--- src/rtl/spi_peri_bytes.sv ---
// SPI mode-0 peripheral byte front end: oversamples the bus in clk_i, emits one rx byte
// per 8 SCK bits and shifts out the reply accepted for the previous byte.
module spi_peri_bytes #(
   parameter int SYNC_STAGES = 2
) (
   input  logic       clk_i,
   input  logic       rst_ni,
   input  logic       spi_sck_i,
   input  logic       spi_csn_i,
   input  logic       spi_sdi_i,
   output logic       spi_sdo_o,
   output logic [7:0] rx_data_o,
   output logic       rx_valid_o,
   input  logic [7:0] tx_data_i,
   input  logic       tx_valid_i
);

   logic [SYNC_STAGES-1:0] sck_sync, csn_sync, sdi_sync;
   logic                   sck_d, csn_d;
   logic                   sck_s, csn_s, sdi_s;
   logic                   sck_rise, sck_fall, csn_fall, csn_rise;

   logic [2:0] bit_cnt;
   logic [6:0] rx_shift;
   // Only the bits still to be sent; bit 7 of a reply goes straight to spi_sdo_o at load time.
   logic [6:0] tx_shift;
   logic [7:0] tx_hold;
   logic [7:0] load_val;
   logic       frame_active;
   logic       load_now;

   assign sck_s = sck_sync[SYNC_STAGES-1];
   assign csn_s = csn_sync[SYNC_STAGES-1];
   assign sdi_s = sdi_sync[SYNC_STAGES-1];

   assign sck_rise = sck_s & ~sck_d;
   assign sck_fall = ~sck_s & sck_d;
   assign csn_fall = ~csn_s & csn_d;
   assign csn_rise = csn_s & ~csn_d;

   assign frame_active = ~csn_s;
   assign load_val     = tx_valid_i ? tx_data_i : tx_hold;
   assign load_now     = csn_fall | (frame_active & sck_fall & (bit_cnt == 3'd0));

   // Synchronizers reset to the idle bus so a reset never fabricates an edge.
   always_ff @(posedge clk_i) begin
      if (!rst_ni) begin
         sck_sync <= '0;
         csn_sync <= '1;
         sdi_sync <= '0;
         sck_d    <= 1'b0;
         csn_d    <= 1'b1;
      end else begin
         // NOTE: non-blocking assignments make every stage sample the previous cycle's value,
         // which is what turns this into a real flop chain instead of a wire.
         sck_sync <= {sck_sync[SYNC_STAGES-2:0], spi_sck_i};
         csn_sync <= {csn_sync[SYNC_STAGES-2:0], spi_csn_i};
         sdi_sync <= {sdi_sync[SYNC_STAGES-2:0], spi_sdi_i};
         sck_d    <= sck_s;
         csn_d    <= csn_s;
      end
   end

   always_ff @(posedge clk_i) begin
      if (!rst_ni) begin
         bit_cnt    <= 3'd0;
         rx_shift   <= '0;
         tx_shift   <= '0;
         tx_hold    <= 8'h00;
         rx_data_o  <= 8'h00;
         rx_valid_o <= 1'b0;
         spi_sdo_o  <= 1'b0;
      end else begin
         rx_valid_o <= 1'b0;

         // A strobe in a load cycle is consumed directly; otherwise the newest strobe is kept.
         if (load_now)
            tx_hold <= 8'h00;
         else if (tx_valid_i)
            tx_hold <= tx_data_i;

         if (csn_rise) begin
            bit_cnt   <= 3'd0;
            rx_shift  <= '0;
            tx_shift  <= '0;
            spi_sdo_o <= 1'b0;
         end else if (csn_fall) begin
            bit_cnt   <= 3'd0;
            tx_shift  <= load_val[6:0];
            spi_sdo_o <= load_val[7];
         end else if (frame_active) begin
            if (sck_rise) begin
               rx_shift <= {rx_shift[5:0], sdi_s};
               bit_cnt  <= bit_cnt + 3'd1;
               if (bit_cnt == 3'd7) begin
                  rx_data_o  <= {rx_shift, sdi_s};
                  rx_valid_o <= 1'b1;
               end
            end else if (sck_fall) begin
               if (bit_cnt == 3'd0) begin
                  tx_shift  <= load_val[6:0];
                  spi_sdo_o <= load_val[7];
               end else begin
                  tx_shift  <= {tx_shift[5:0], 1'b0};
                  spi_sdo_o <= tx_shift[6];
               end
            end
         end
      end
   end

endmodule

--- config.mk ---
export PLATFORM = sky130hd
export DESIGN_NAME = spi_peri_bytes
export DESIGN_NICKNAME = d
export VERILOG_FILES = /design/src/rtl/spi_peri_bytes.sv
export SDC_FILE = /design/constraint.sdc
export NUM_CORES = 1
export LEC_CHECK = 0
export CORE_UTILIZATION = 47
export CTS_BUF_LIST = sky130_fd_sc_hd__clkbuf_8 sky130_fd_sc_hd__clkbuf_16
export DETAILED_ROUTE_END_ITERATION = 16
export HOLD_SLACK_MARGIN = 0.06
export PLACE_DENSITY_LB_ADDON = 0.05
export SYNTH_ARGS = -nofsm -noshare
export SYNTH_HDL_FRONTEND = slang
export SYNTH_SLANG_ARGS = --single-unit
--- constraint.sdc ---
create_clock -name clk_i -period 1.68 [get_ports clk_i]
set_input_delay 0.42 -clock clk_i [delete_from_list [all_inputs] [get_ports clk_i]]
set_output_delay 0.42 -clock clk_i [all_outputs]
set_load 0.005 [all_outputs]
-- Yosys cells after proc, flatten, opt, wreduce, memory -nomap -nowiden
Cells that the tools add are included.
- register bits after elaboration: 43
- output and inout port bits: 10
- word-level logic and storage cells: 53
- bitwise operators: 15
- equality and inequality tests: 3
- add/subtract/negate cells: 1
- multiplexer cells: 12
- reductions and logical operators: 10
- operator list (cell ; number):
    two-way mux 7 bit ; 5
    two-way mux 8 bit ; 1
    NOT 1 bit ; 8
    AND 1 bit ; 6
    two-way mux 1 bit ; 6
    AND reduction 3 bit ; 2
    AND reduction 5 bit ; 1
    OR reduction 5 bit ; 1
    inequality test 2 x 1 -> 1 bit, second input constant ; 2
    OR reduction 2 bit ; 2
    adder 3 x 1 -> 3 bit, second input constant ; 1
    equality test 3 bit, second input constant ; 1
    zero test 3 bit ; 1
    OR reduction 3 bit ; 1
    AND reduction 2 bit ; 1
    nonzero test 2 bit ; 1
    OR 1 bit ; 1

-- Longest topological paths before layout
Gate-level depths: netlist of the first run.
- word-level depth: 6
- gate-level depth with buffers: 7
- mapped depth without buffers: 6

-- Least setup slack after synthesis of the first run
Ideal clock, no wire load.
- path kind: reg-to-reg
- start: register csn_sync[1]
- end: register spi_sdo_o
- required time: 1.553 ns
- clock period less this slack: 1.594 ns
- stages on the path, launching flop included: 7
- library setup time: 0.127 ns
- setup slack: 0.086 ns
- arrival time: 1.467 ns
- cell sequence: dfxtp_1 inv_1 ha_1 buf_2 a21oi_2 mux2i_1 o21ai_0
- longest elaborated chain between the ends: 4
- ends and longest elaborated chain (element ; RTL line ; text):
    start: declaration ; 18 ; logic [SYNC_STAGES-1:0] sck_sync, csn_sync, sdi_sync;
    start signal: assignment ; 57 ; csn_sync <= {csn_sync[SYNC_STAGES-2:0], spi_csn_i};
    NOT 1 bit (no line) ; n/a ;
    AND 1 bit ; 38 ; assign csn_fall = ~csn_s & csn_d;
    inequality test 2 x 1 -> 1 bit (no line) / nonzero test 2 bit (equally long branches) ; n/a ;
    AND reduction 3 bit (no line) ; n/a ;
    end signal: assignment ; 90 ; spi_sdo_o <= load_val[7];
    end signal: assignment ; 102 ; spi_sdo_o <= load_val[7];
    end signal: assignment ; 105 ; spi_sdo_o <= tx_shift[6];
    end: declaration ; 11 ; output logic spi_sdo_o,
Parallel ways exist; a longest one is shown, timed or not.
A chain may end at the register's enable or synchronous reset.

-- Worst setup path after layout of the first run
- start: register rx_data_o[0]
- end: output port rx_data_o[0]
- RTL lines (element ; RTL line ; text):
    start: declaration ; 12 ; output logic [7:0] rx_data_o,
    start signal: assignment ; 96 ; rx_data_o <= {rx_shift, sdi_s};
No word-level cell between the ends.

==> results of run 1 <==
[worst reg2reg max path, delay by kind of cell (launching register included)]
family	cells	cell delay (ns)
multiplexers	1	0.24
AND/OR/NAND/NOR	3	0.77
buffers and inverters	1	0.15
flip-flops	1	0.31
[worst min path at each step]
stage                              to  cells after the start  slack, ns         from
after floorplan           csn_sync[1]                      1       0.39  csn_sync[0]
after global placement    csn_sync[1]                      1       0.39  csn_sync[0]
after detailed placement  csn_sync[1]                      1       0.41  csn_sync[0]
after CTS                 csn_sync[1]                      1       0.43  csn_sync[0]
after global routing      sck_sync[1]                      1       0.46  sck_sync[0]
final                     csn_sync[1]                      1       0.43  csn_sync[0]
[stage by stage]
| stage | cells | hold slack (ns) | setup TNS (ns) | utilization | setup slack [ns] |
|---|---|---|---|---|---|
| after floorplan | 158 | 0.3863 | 0 | - | 0.08586 |
| after global placement | 230 | 0.3885 | -0.3293 | 0.5952 | -0.06602 |
| after detailed placement | 230 | 0.4082 | -0.4449 | 0.5952 | -0.07084 |
| after CTS | 238 | 0.4265 | 0 | 0.6205 | 0.06048 |
| after global routing | 238 | 0.4567 | 0 | 0.6205 | 0.001200 |
| final | 238 | 0.4270 | 0 | 0.6205 | 0.08857 |
[cell type report]
class	count	area share
sequential	43	0.4125
multi-input combinational	104	0.3633
timing repair buffer	31	0.1451
clock buffer	5	0.03297
tap	46	0.02758
inverter	6	0.01079
clock inverter	3	0.007794
[metal layers]
| layer | wire, um | track usage |
|---|---|---|
| met1 | 1176 | 0.1850 |
| met2 | 1429 | 0.2965 |
| met3 | 148 | 0.06723 |
| met4 | 34 | 0.06667 |
| met5 | 0 | 0 |
[synth_stat cells, drive strengths merged]
master | number | area share
nand2 | 9 | 0.020
or3 | 1 | 0.0037
o21ai | 7 | 0.021
or2 | 1 | 0.0037
nor3b | 2 | 0.019
nand2b | 3 | 0.011
dfxtp | 43 | 0.51
xnor2 | 1 | 0.0052
nor2 | 20 | 0.045
nand3b | 1 | 0.0045
and2b | 1 | 0.0045
nor2b | 7 | 0.026
mux2 | 7 | 0.047
and2 | 5 | 0.019
nor3 | 4 | 0.015
a21oi | 4 | 0.014
buf | 4 | 0.016
mux2i | 23 | 0.14
a311o | 1 | 0.0067
inv | 6 | 0.013
nand4b | 1 | 0.0052
ha | 6 | 0.045
clkbuf | 1 | 0.0022
[logic make-up after synthesis]
logic type	synth area share
compound gates	0.04191
xor+xnor	0.005240
flops	0.5150
mux	0.1849
buf+inv	0.03143
simple gates	0.1767
fa+ha+maj	0.04491
[where the power goes]
group / leakage [nW] / internal (mW) / total [mW] / switching, mW
clock network: 0.0453 / 0.284 / 0.616 / 0.332
registers: 0.350 / 1.04 / 1.05 / 0.00931
logic: 0.455 / 0.0789 / 0.133 / 0.0538
[placed cells by master (no fill, tap or decap)]
master           synthesis  final
o21ai_0                  7      7
clkbuf_8                 0      5
inv_1                    5      6
nand4b_1                 1      1
nand2b_1                 3      3
nor3_1                   3      3
nand3b_1                 1      1
dfxtp_1                 43     43
a311o_2                  1      1
a21oi_2                  1      1
and2_1                   5      5
buf_4                    0      7
and2b_1                  1      1
xnor2_1                  1      1
mux2_2                   7      7
clkinvlp_4               0      1
clkinv_2                 0      1
or3_1                    1      1
clkdlybuf4s50_1          0     23
nor3b_4                  1      1
nor3_2                   1      1
nand2_1                  9      9
or2_0                    1      1
ha_1                     6      6
a21oi_1                  3      3
nor3b_2                  1      1
mux2i_1                 23     23
buf_12                   0      1
nor2_1                  20     20
nor2b_1                  7      7
inv_2                    1      1
[state kept, by name (all words and copies together) (netlist names)]
name	cells
sck_d	1
csn_d	1
tx_hold	8
csn_sync	2
tx_shift	7
spi_sdo_o	1
sdi_sync	2
sck_sync	2
rx_data_o	8
rx_valid_o	1
bit_cnt	3
rx_shift	7
==> summary.txt, run 1 <==
STA
  • Maximum clock frequency: 628.4 MHz
  • Relative slew slack: 0.7564
  • Post-route clock period utilization: 0.9473
  • RSZ-0062 raised after global routing: false
  • Setup violations, final: 0
  • Final hold violation count: 0
  • Worst-margin pin slew: 0.3655 ns
  • Post-layout minimum cycle time: 1.591 ns
  • Slew Limit Fails: 0
  • Final Skew: 0.005308 ns

Route
  • Final wirelength: 2788 um
  • Vias/cell: 4.849
  • Final ANT Viol Nets: 0
  • Vias: 1154
  • Drt pass-1 iters: 4
  • Mean routed wirelength per cell: 11.71 um
  • DRT iter0 DRCs: 10
  • Post-route DRC: 0

Final layout
  • Share of layout cells above drive strength 1: 0.1458
  • Layout fillers: 315
  • Antenna diode count: 0
  • Multi-input logic area: 758.2 sq um
  • Fin nets: 211
  • Area Growth Syn to Fin: 24.85%
  • Register area: 860.8 sq um
  • Finished Cell Area: 2087 sq um

GRT
  • Vias in the first global route: 1063
  • Maximum number of pins on one net before global-route repair: 14
  • Total grt overflow: 0
  • First-pass GRT wire length: 4533 um
  • Initial antenna violation count: 0
  • Tot GR Track Use: 0.1702

Clock network
  • Resize count post-CTS: 0
  • CTS sink cnt: 43
  • Worst-Skew Late Latency: 0.29 ns
  • Clock transition at path regs: 0.07 ns
  • Clk root buf: clkbuf_8
  • Hold_buf cts: 0
  • CTS Buf Count: 5
  • Post-CTS setup buffer count: 0
  • Clock Path Buffers: 2
  • CTS tree: yes
  • H-tree levels: 2

Yosys
  • Syn_area_per_cell: 10.58 sq um
  • Register area share after synthesis: 0.5150
  • Distinct cells, synth: 28
  • Cell area after synthesis: 1672 sq um
  • Syn nets: 178
  • Yosys reg bits: 43
  • Synth warnings: 0
  • Synthesized instance count: 158

Placed design
  • I/O Buffers: 23
  • Placer Congestion: 0.7259
  • Post-DP HPWL: 2070 um
  • Dpl cell area: 2002 sq um

Critical path
  • Critical path depth: 1
  • Path depth of the worst reg2reg path: 5
  • Crit. End Element: output pin
  • CP max stage cell: clkdlybuf4s50_1
  • Required time worst endpoint: 1.26 ns
  • Register-to-register setup slack: 0.12 ns
  • CP Launch Type: flop
  • Crit Path Max Fanout: 2
  • Crit path launch: rx_data_o[0]
  • Reg-to-reg critical path startpoint: csn_sync[1]
  • Critical path cell sequence: clkdlybuf4s50_1
  • Delay-heaviest family, CP: buffers and inverters
  • Arrival @ worst endpoint: 1.17 ns
  • Worst setup path class: reg2out
  • Critical R2R Capture: rx_shift[2]
  • Worst path buffer plus inverter count: 1
  • Critical Path Sink: rx_data_o[0]
  • Critical Path Max Stage Delay: 0.54 ns

Worst hold path
  • Worst hold path class: reg2reg

Die
  • Io pins: 24
  • Cell Rows: 21
  • DIE AREA: 3799 sq um
  • Die Ht: 61.64 um
  • CORE AREA: 3363 sq um
  • Chip Width: 61.64 um
  • Initial core utilization: 0.4970

Run status
  • Status: completed

Power and ir drop
  • Power density over the cells: 862.9 nW/um^2
  • VDD IR max: 648.6 uV
  • Pwr Total: 1.801 mW
  • Leakage: 0.8495 nW

Run
  • # Max-Cap Violations: 0
No activity file was read; power rests on OpenSTA's default activity.
==> run 2: changes to the inputs <==
--- a/config.mk
+++ b/config.mk
@@ -9,6 +9,7 @@
 export CTS_BUF_LIST = sky130_fd_sc_hd__clkbuf_8 sky130_fd_sc_hd__clkbuf_16
 export DETAILED_ROUTE_END_ITERATION = 16
 export HOLD_SLACK_MARGIN = 0.06
+export MAX_ROUTING_LAYER = met4
 export PLACE_DENSITY_LB_ADDON = 0.05
 export SYNTH_ARGS = -nofsm -noshare
 export SYNTH_HDL_FRONTEND = slang
==> results of run 2 <==
The final DEF is identical to that of run 1; final timing and power are the same.
Main changes from that run: final weighted congestion in routability-driven placement 0.7259 -> 0.7345; overall routing resource usage 0.1702 -> 0.1756
